$ cat src/rtl/bu_pipe_if.sv
// Butterfly unit stream bundle: input operands/mode/tag and result channel, each with valid/ready.
interface bu_pipe_if #(
    parameter int W     = 12,
    parameter int TAG_W = 8
);
    logic             in_valid;
    logic             in_ready;
    logic [W-1:0]     u_in;
    logic [W-1:0]     t_in;
    logic [W-1:0]     coef;
    logic [1:0]       mode;
    logic [TAG_W-1:0] tag_in;
    logic             out_valid;
    logic             out_ready;
    logic [W-1:0]     U_out;
    logic [W-1:0]     T_out;
    logic [TAG_W-1:0] tag_out;

    modport master (
        output in_valid, u_in, t_in, coef, mode, tag_in, out_ready,
        input  in_ready, out_valid, U_out, T_out, tag_out
    );

    modport slave (
        input  in_valid, u_in, t_in, coef, mode, tag_in, out_ready,
        output in_ready, out_valid, U_out, T_out, tag_out
    );
endinterface

$ cat src/rtl/bu_pipe.sv
// Pipelined Kyber butterfly (NTT / INVNTT / pointwise mul / add-sub), MUL_LAT+3 cycle latency, in order.
// Backpressure: a held result freezes every stage; in_ready drops combinationally while stalled.
module bu_pipe #(
    parameter int W       = 12,
    parameter int Q       = 3329,
    parameter int MUL_LAT = 4,
    parameter int TAG_W   = 8
) (
    input  logic     clk,
    input  logic     rst,
    bu_pipe_if.slave bus
);
    localparam int             K  = 2 * W;
    localparam logic [W:0]     QX = (W + 1)'(Q);
    localparam logic [2*W-1:0] QL = (2 * W)'(Q);
    localparam logic [2*W-1:0] MU = (2 * W)'((64'd1 << K) / 64'(Q));

    typedef struct packed {
        logic             vld;
        logic [1:0]       mode;
        logic [TAG_W-1:0] tag;
        logic [W-1:0]     u;
        logic [W-1:0]     t;
        logic [W-1:0]     c;
    } stg_t;

    // x holds the raw product while in flight, the reduced t once it leaves the last stage
    typedef struct packed {
        logic             vld;
        logic [1:0]       mode;
        logic [TAG_W-1:0] tag;
        logic [W-1:0]     u;
        logic [2*W-1:0]   x;
    } mst_t;

    function automatic logic [W-1:0] add_q(input logic [W-1:0] a, input logic [W-1:0] b);
        logic [W:0] s;
        s = {1'b0, a} + {1'b0, b};
        if (s >= QX) s = s - QX;
        return W'(s);
    endfunction

    function automatic logic [W-1:0] sub_q(input logic [W-1:0] a, input logic [W-1:0] b);
        logic [W:0] d;
        if (a >= b) d = {1'b0, a} - {1'b0, b};
        else        d = {1'b0, a} + QX - {1'b0, b};
        return W'(d);
    endfunction

    function automatic logic [W-1:0] half_q(input logic [W-1:0] x);
        logic [W:0] h;
        h = x[0] ? ({1'b0, x} + QX) : {1'b0, x};
        return W'(h >> 1);
    endfunction

    // Barrett reduction: quotient estimate is short by at most one, so a single correction suffices
    function automatic logic [W-1:0] mod_q(input logic [2*W-1:0] x);
        logic [4*W-1:0] prod;
        logic [2*W-1:0] qh;
        logic [2*W-1:0] r;
        prod = {{2*W{1'b0}}, x} * {{2*W{1'b0}}, MU};
        qh   = (2 * W)'(prod >> K);
        r    = x - qh * QL;
        if (r >= QL) r = r - QL;
        return W'(r);
    endfunction

    logic         stall;
    stg_t         s0;
    stg_t         s1;
    stg_t         s1_nxt;
    mst_t         m_q [MUL_LAT];
    mst_t         m_d [MUL_LAT];
    mst_t         ml;
    logic [W-1:0] ml_t;
    logic [W-1:0] post_u;
    logic [W-1:0] post_t;

    logic             out_vld;
    logic [W-1:0]     u_o;
    logic [W-1:0]     t_o;
    logic [TAG_W-1:0] tag_o;

    assign stall         = out_vld && !bus.out_ready;
    assign bus.in_ready  = !stall;
    assign bus.out_valid = out_vld;
    assign bus.U_out     = u_o;
    assign bus.T_out     = t_o;
    assign bus.tag_out   = tag_o;

    always_comb begin
        s1_nxt = s0;
        case (s0.mode)
            2'd1: begin
                s1_nxt.u = half_q(add_q(s0.u, s0.t));
                s1_nxt.t = half_q(sub_q(s0.u, s0.t));
            end
            2'd3: begin
                s1_nxt.u = add_q(s0.u, s0.t);
                s1_nxt.t = sub_q(s0.u, s0.t);
            end
            default: ;
        endcase
    end

    always_comb begin
        for (int i = 0; i < MUL_LAT; i++) begin
            if (i == 0) begin
                m_d[0].vld  = s1.vld;
                m_d[0].mode = s1.mode;
                m_d[0].tag  = s1.tag;
                m_d[0].u    = s1.u;
                m_d[0].x    = (s1.mode == 2'd3) ? {{W{1'b0}}, s1.t}
                                                : {{W{1'b0}}, s1.t} * {{W{1'b0}}, s1.c};
            end else begin
                m_d[i] = m_q[i-1];
            end
            if (i == MUL_LAT - 1 && m_d[i].mode != 2'd3)
                m_d[i].x = {{W{1'b0}}, mod_q(m_d[i].x)};
        end
    end

    assign ml   = m_q[MUL_LAT-1];
    assign ml_t = W'(ml.x);

    always_comb begin
        post_u = ml.u;
        post_t = ml_t;
        if (ml.mode == 2'd0) begin
            post_u = add_q(ml.u, ml_t);
            post_t = sub_q(ml.u, ml_t);
        end
    end

    always_ff @(posedge clk or negedge rst) begin
        if (!rst) begin
            s0 <= '0;
            s1 <= '0;
            for (int i = 0; i < MUL_LAT; i++) m_q[i] <= '0;
            out_vld <= 1'b0;
            u_o     <= '0;
            t_o     <= '0;
            tag_o   <= '0;
        end else if (!stall) begin
            s0.vld  <= bus.in_valid;
            s0.mode <= bus.mode;
            s0.tag  <= bus.tag_in;
            s0.u    <= bus.u_in;
            s0.t    <= bus.t_in;
            s0.c    <= bus.coef;
            s1      <= s1_nxt;
            for (int i = 0; i < MUL_LAT; i++) m_q[i] <= m_d[i];
            out_vld <= ml.vld;
            u_o     <= post_u;
            t_o     <= post_t;
            tag_o   <= ml.tag;
        end
    end
endmodule

$ cat src/flat_wrapper.sv
// flat-port wrapper written by rule: the top's interface ports become plain ports
module bu_pipe_flat 
#(
    parameter int W       = 12,
    parameter int Q       = 3329,
    parameter int MUL_LAT = 4,
    parameter int TAG_W   = 8
)
  (clk, rst, bus_in_valid, bus_u_in, bus_t_in, bus_coef, bus_mode, bus_tag_in, bus_out_ready, bus_in_ready, bus_out_valid, bus_U_out, bus_T_out, bus_tag_out);
  bu_pipe_if #(.W(W), .TAG_W(TAG_W)) bus_i ();
  input  logic clk;
  input  logic rst;
  input wire logic [$bits(bus_i.in_valid)-1:0] bus_in_valid;
  input wire logic [$bits(bus_i.u_in)-1:0] bus_u_in;
  input wire logic [$bits(bus_i.t_in)-1:0] bus_t_in;
  input wire logic [$bits(bus_i.coef)-1:0] bus_coef;
  input wire logic [$bits(bus_i.mode)-1:0] bus_mode;
  input wire logic [$bits(bus_i.tag_in)-1:0] bus_tag_in;
  input wire logic [$bits(bus_i.out_ready)-1:0] bus_out_ready;
  output wire logic [$bits(bus_i.in_ready)-1:0] bus_in_ready;
  output wire logic [$bits(bus_i.out_valid)-1:0] bus_out_valid;
  output wire logic [$bits(bus_i.U_out)-1:0] bus_U_out;
  output wire logic [$bits(bus_i.T_out)-1:0] bus_T_out;
  output wire logic [$bits(bus_i.tag_out)-1:0] bus_tag_out;
  assign bus_i.in_valid = bus_in_valid;
  assign bus_i.u_in = bus_u_in;
  assign bus_i.t_in = bus_t_in;
  assign bus_i.coef = bus_coef;
  assign bus_i.mode = bus_mode;
  assign bus_i.tag_in = bus_tag_in;
  assign bus_i.out_ready = bus_out_ready;
  assign bus_in_ready = bus_i.in_ready;
  assign bus_out_valid = bus_i.out_valid;
  assign bus_U_out = bus_i.U_out;
  assign bus_T_out = bus_i.T_out;
  assign bus_tag_out = bus_i.tag_out;
  bu_pipe #(.W(W), .Q(Q), .MUL_LAT(MUL_LAT), .TAG_W(TAG_W)) u_core (.clk(clk), .rst(rst), .bus(bus_i));
endmodule
$ cat config.mk
export PLATFORM = sky130hd
export DESIGN_NAME = bu_pipe_flat
export DESIGN_NICKNAME = d
export VERILOG_FILES = /design/src/rtl/bu_pipe_if.sv /design/src/rtl/bu_pipe.sv /design/src/flat_wrapper.sv
export SDC_FILE = /design/constraint.sdc
export NUM_CORES = 2
export LEC_CHECK = 0
export ABC_AREA = 1
export CAP_MARGIN = 30
export CORE_MARGIN = 2
export CORE_UTILIZATION = 35
export CTS_CLUSTER_SIZE = 20
export DETAILED_ROUTE_END_ITERATION = 12
export PLACE_DENSITY_LB_ADDON = 0.1
export SLEW_MARGIN = 10
export SYNTH_ARGS = -nofsm -noshare
export SYNTH_HDL_FRONTEND = slang
export SYNTH_SLANG_ARGS = --single-unit
$ cat constraint.sdc
create_clock -name clk -period 14.64 [get_ports clk]
set_clock_uncertainty 0.05 [all_clocks]
set_input_delay 2.196 -clock clk [delete_from_list [all_inputs] [get_ports clk]]
set_output_delay 2.196 -clock clk [all_outputs]
set_load 0.03 [all_outputs]
==> results.toml <==
[run_status]
status = "complete, no violations"

[cts]
clock_tree.root_cell = "clkbuf_16"
cts_max_level = 2
ctsHoldBuffers = 0
cts_buffers = 40
path_clk_slew_ns = 0.06
cts.path.max_buffers = 3
post_cts_buffers = 0
cts_sinks = 303
clk-insertion-delay-late_ns = 0.58
ctsResizeCount = 0
cts_tree = "done"

[global_routing]
grt_pass1_wl_um = 143000
antenna_found_initial = 1
grt_pass1_vias = 25200
grt_max_degree = 151
grt_overflow_total = 0
grt_usage = 0.199

[yosys]
yosys_warnings = 0
synth_cell_types = 58
synth-edff-count = 0
syn-num-nets = 4592
synth_top_area_cell = "dfrtp_1"
synth_ff_type = "dfrtp_1"
yosysSeqAreaShare = 0.245
yosys-top-cells-area = "dfrtp_1 (25%), fa_1 (18%), ha_1 (14%)"
synthesis.area_um2 = 30900
ys_async_sr_fraction = 1.00
synth.avg_cell_area_um2 = 7.89
synth_seq_cells = 303
syn_inst = 3918
synth_top_area_frac = 0.245

[finish]
nFillCells = 9171
final_common_cell = "nand2_1"
register_area_um2 = 7580
final_cell_mix = "nand2_1 (990), inv_1 (744), ha_1 (348), dfrtp_1 (303), fa_1 (276)"
syn_to_final_growth_pct = 10.1
drive_gt1_frac = 0.0371
nets = 4605
multi_input_area_um2 = 19900
design_area_um2 = 34000

[critical_path]
cpMostUsedCell = "inv_1"
start_kind = "flop"
max_stage_delay_ns = 0.64
critPathMaxFanout = 13
slowest_stage = "nor2_1"
arrival_ns = 11.69
required_ns = 15.05
end_kind = "flop"
worstSetupPathType = "flop to flop"

[floorplan]
coreArea_um2 = 87200
die_area_um2 = 90700
die_w_um = 301
initial_core_util = 0.355
die_h_um = 301
ios = 84
num_rows = 108

[sta]
worst_slew_pin_slew_ns = 0.945
hold_viol_final = 0
drv_slew = 0
finalCriticalPeriod_ns = 11.28
fmax_mhz = 88.6
setup-violations-final = 0
rsz0062_at_grt = "no"
layout_worst_path_cycle_share = 0.771
finalSetupTns_ns = 0
relSlewSlack = 0.370

[route]
viasPerCell = 4.78
drc_errors = 0
firstDrtPassIters = 8
via_count = 24400
postRouteAntennaNets = 0
initialDrtViolationCount = 1607
wl_per_cell_um = 17.2
wirelength_um = 88000

[placement]
place_hpwl_um = 69100
place_congestion = 0.882
io_buffer_count = 83
place_area_um2 = 32800

[job]
maxCapViolCount = 0

[hold_path]
hp-class = "flop to flop"
-- final timing paths --
check | from | end | slack, ns | cells after the start
max | u_core.m_q[54] | u_core.m_q[11] | 3.36 | 46
min | u_core.m_d[139] | u_core.m_d[92] | 0.40 | 2
max reg2reg | u_core.m_q[54] | u_core.m_q[11] | 3.36 | 46
min reg2reg | u_core.m_d[139] | u_core.m_d[92] | 0.40 | 2
max in group asynchronous | rst | u_core.m_q[28] | 11.48 | 2
min in group asynchronous | rst | u_core.s1[11] | 1.64 | 1
-- cells by family after synthesis --
logic type | after synthesis | share of synthesized area
buf+inv | 893 | 0.110
flops | 303 | 0.245
xor+xnor | 116 | 0.0329
compound gates | 556 | 0.101
fa+ha+maj | 624 | 0.320
simple gates | 1426 | 0.191
-- registers in the layout, indices dropped and copies added (netlist names) --
| name | flops |
|---|---|
| u_core.s0 | 47 |
| u_core.m_q | 59 |
| u_core.bus.U_out | 12 |
| u_core.bus.T_out | 12 |
| u_core.m_d | 140 |
| u_core.bus.tag_out | 8 |
| u_core.s1 | 24 |
| u_core.bus.out_valid | 1 |
-- Yosys cell counts (6+ instances only) --
cell and count:
a31oi_1 16, nand2_4 6, o211ai_1 16, a21oi_1 177, a21o_1 6, inv_1 745, nor3_1 26, xnor2_1 30
inv_2 15, nor2_1 173, dfrtp_1 303, o21ai_0 254, nor2_2 7, a221oi_1 9, nand2_2 14, fa_1 276
ha_1 348, o22ai_1 8, buf_2 10, nand3_1 134, clkbuf_1 108, o221ai_1 16, nand4_1 45, xor2_1 86
o21bai_1 10, nand2_1 990
-- per-layer routing --
metal	GRT usage	vias to the layer above	routed length (µm)
met1	0.280	11700	42500
met3	0.0227	108	2900
li1	-	12200	-
met2	0.324	405	40300
met4	0.0531	0	2350
met5	0	-	0
-- stage by stage --
step           worst slack (ns)  hold slack, ns  std cells   util
2_1_floorplan              5.59           0.390       3918      -
3_3_place_gp               3.59           0.396       5044  0.376
3_5_place_dp               3.35           0.400       5044  0.376
4_1_cts                    3.33           0.402       5112  0.390
5_1_grt                    2.36           0.419       5112  0.390
6_report                   3.36           0.400       5113  0.390
-- cell type report --
class                   count  share of cell area
multi-input cells        2722               0.586
well taps                1155              0.0425
clock buffers              53              0.0320
flip-flops and latches    303               0.223
inverters                 766              0.0848
clock inverters            15             0.00386
diodes                      1           0.0000735
repair buffers             98              0.0282
-- critical path, delay by kind of cell, from the launching register on --
kind / cells / cell delay [ns]
AOI/OAI and AO/OA: 7 / 1.78
buffers and inverters: 8 / 0.41
xor gates and xnor gates: 2 / 0.66
DFF: 1 / 0.58
and+or+nand+nor: 17 / 2.66
adders and majority gates: 12 / 5.00
Power is left out: the tool's default activity adds up to more than one toggle a clock period on the data nets, which glitch-free logic cannot reach.
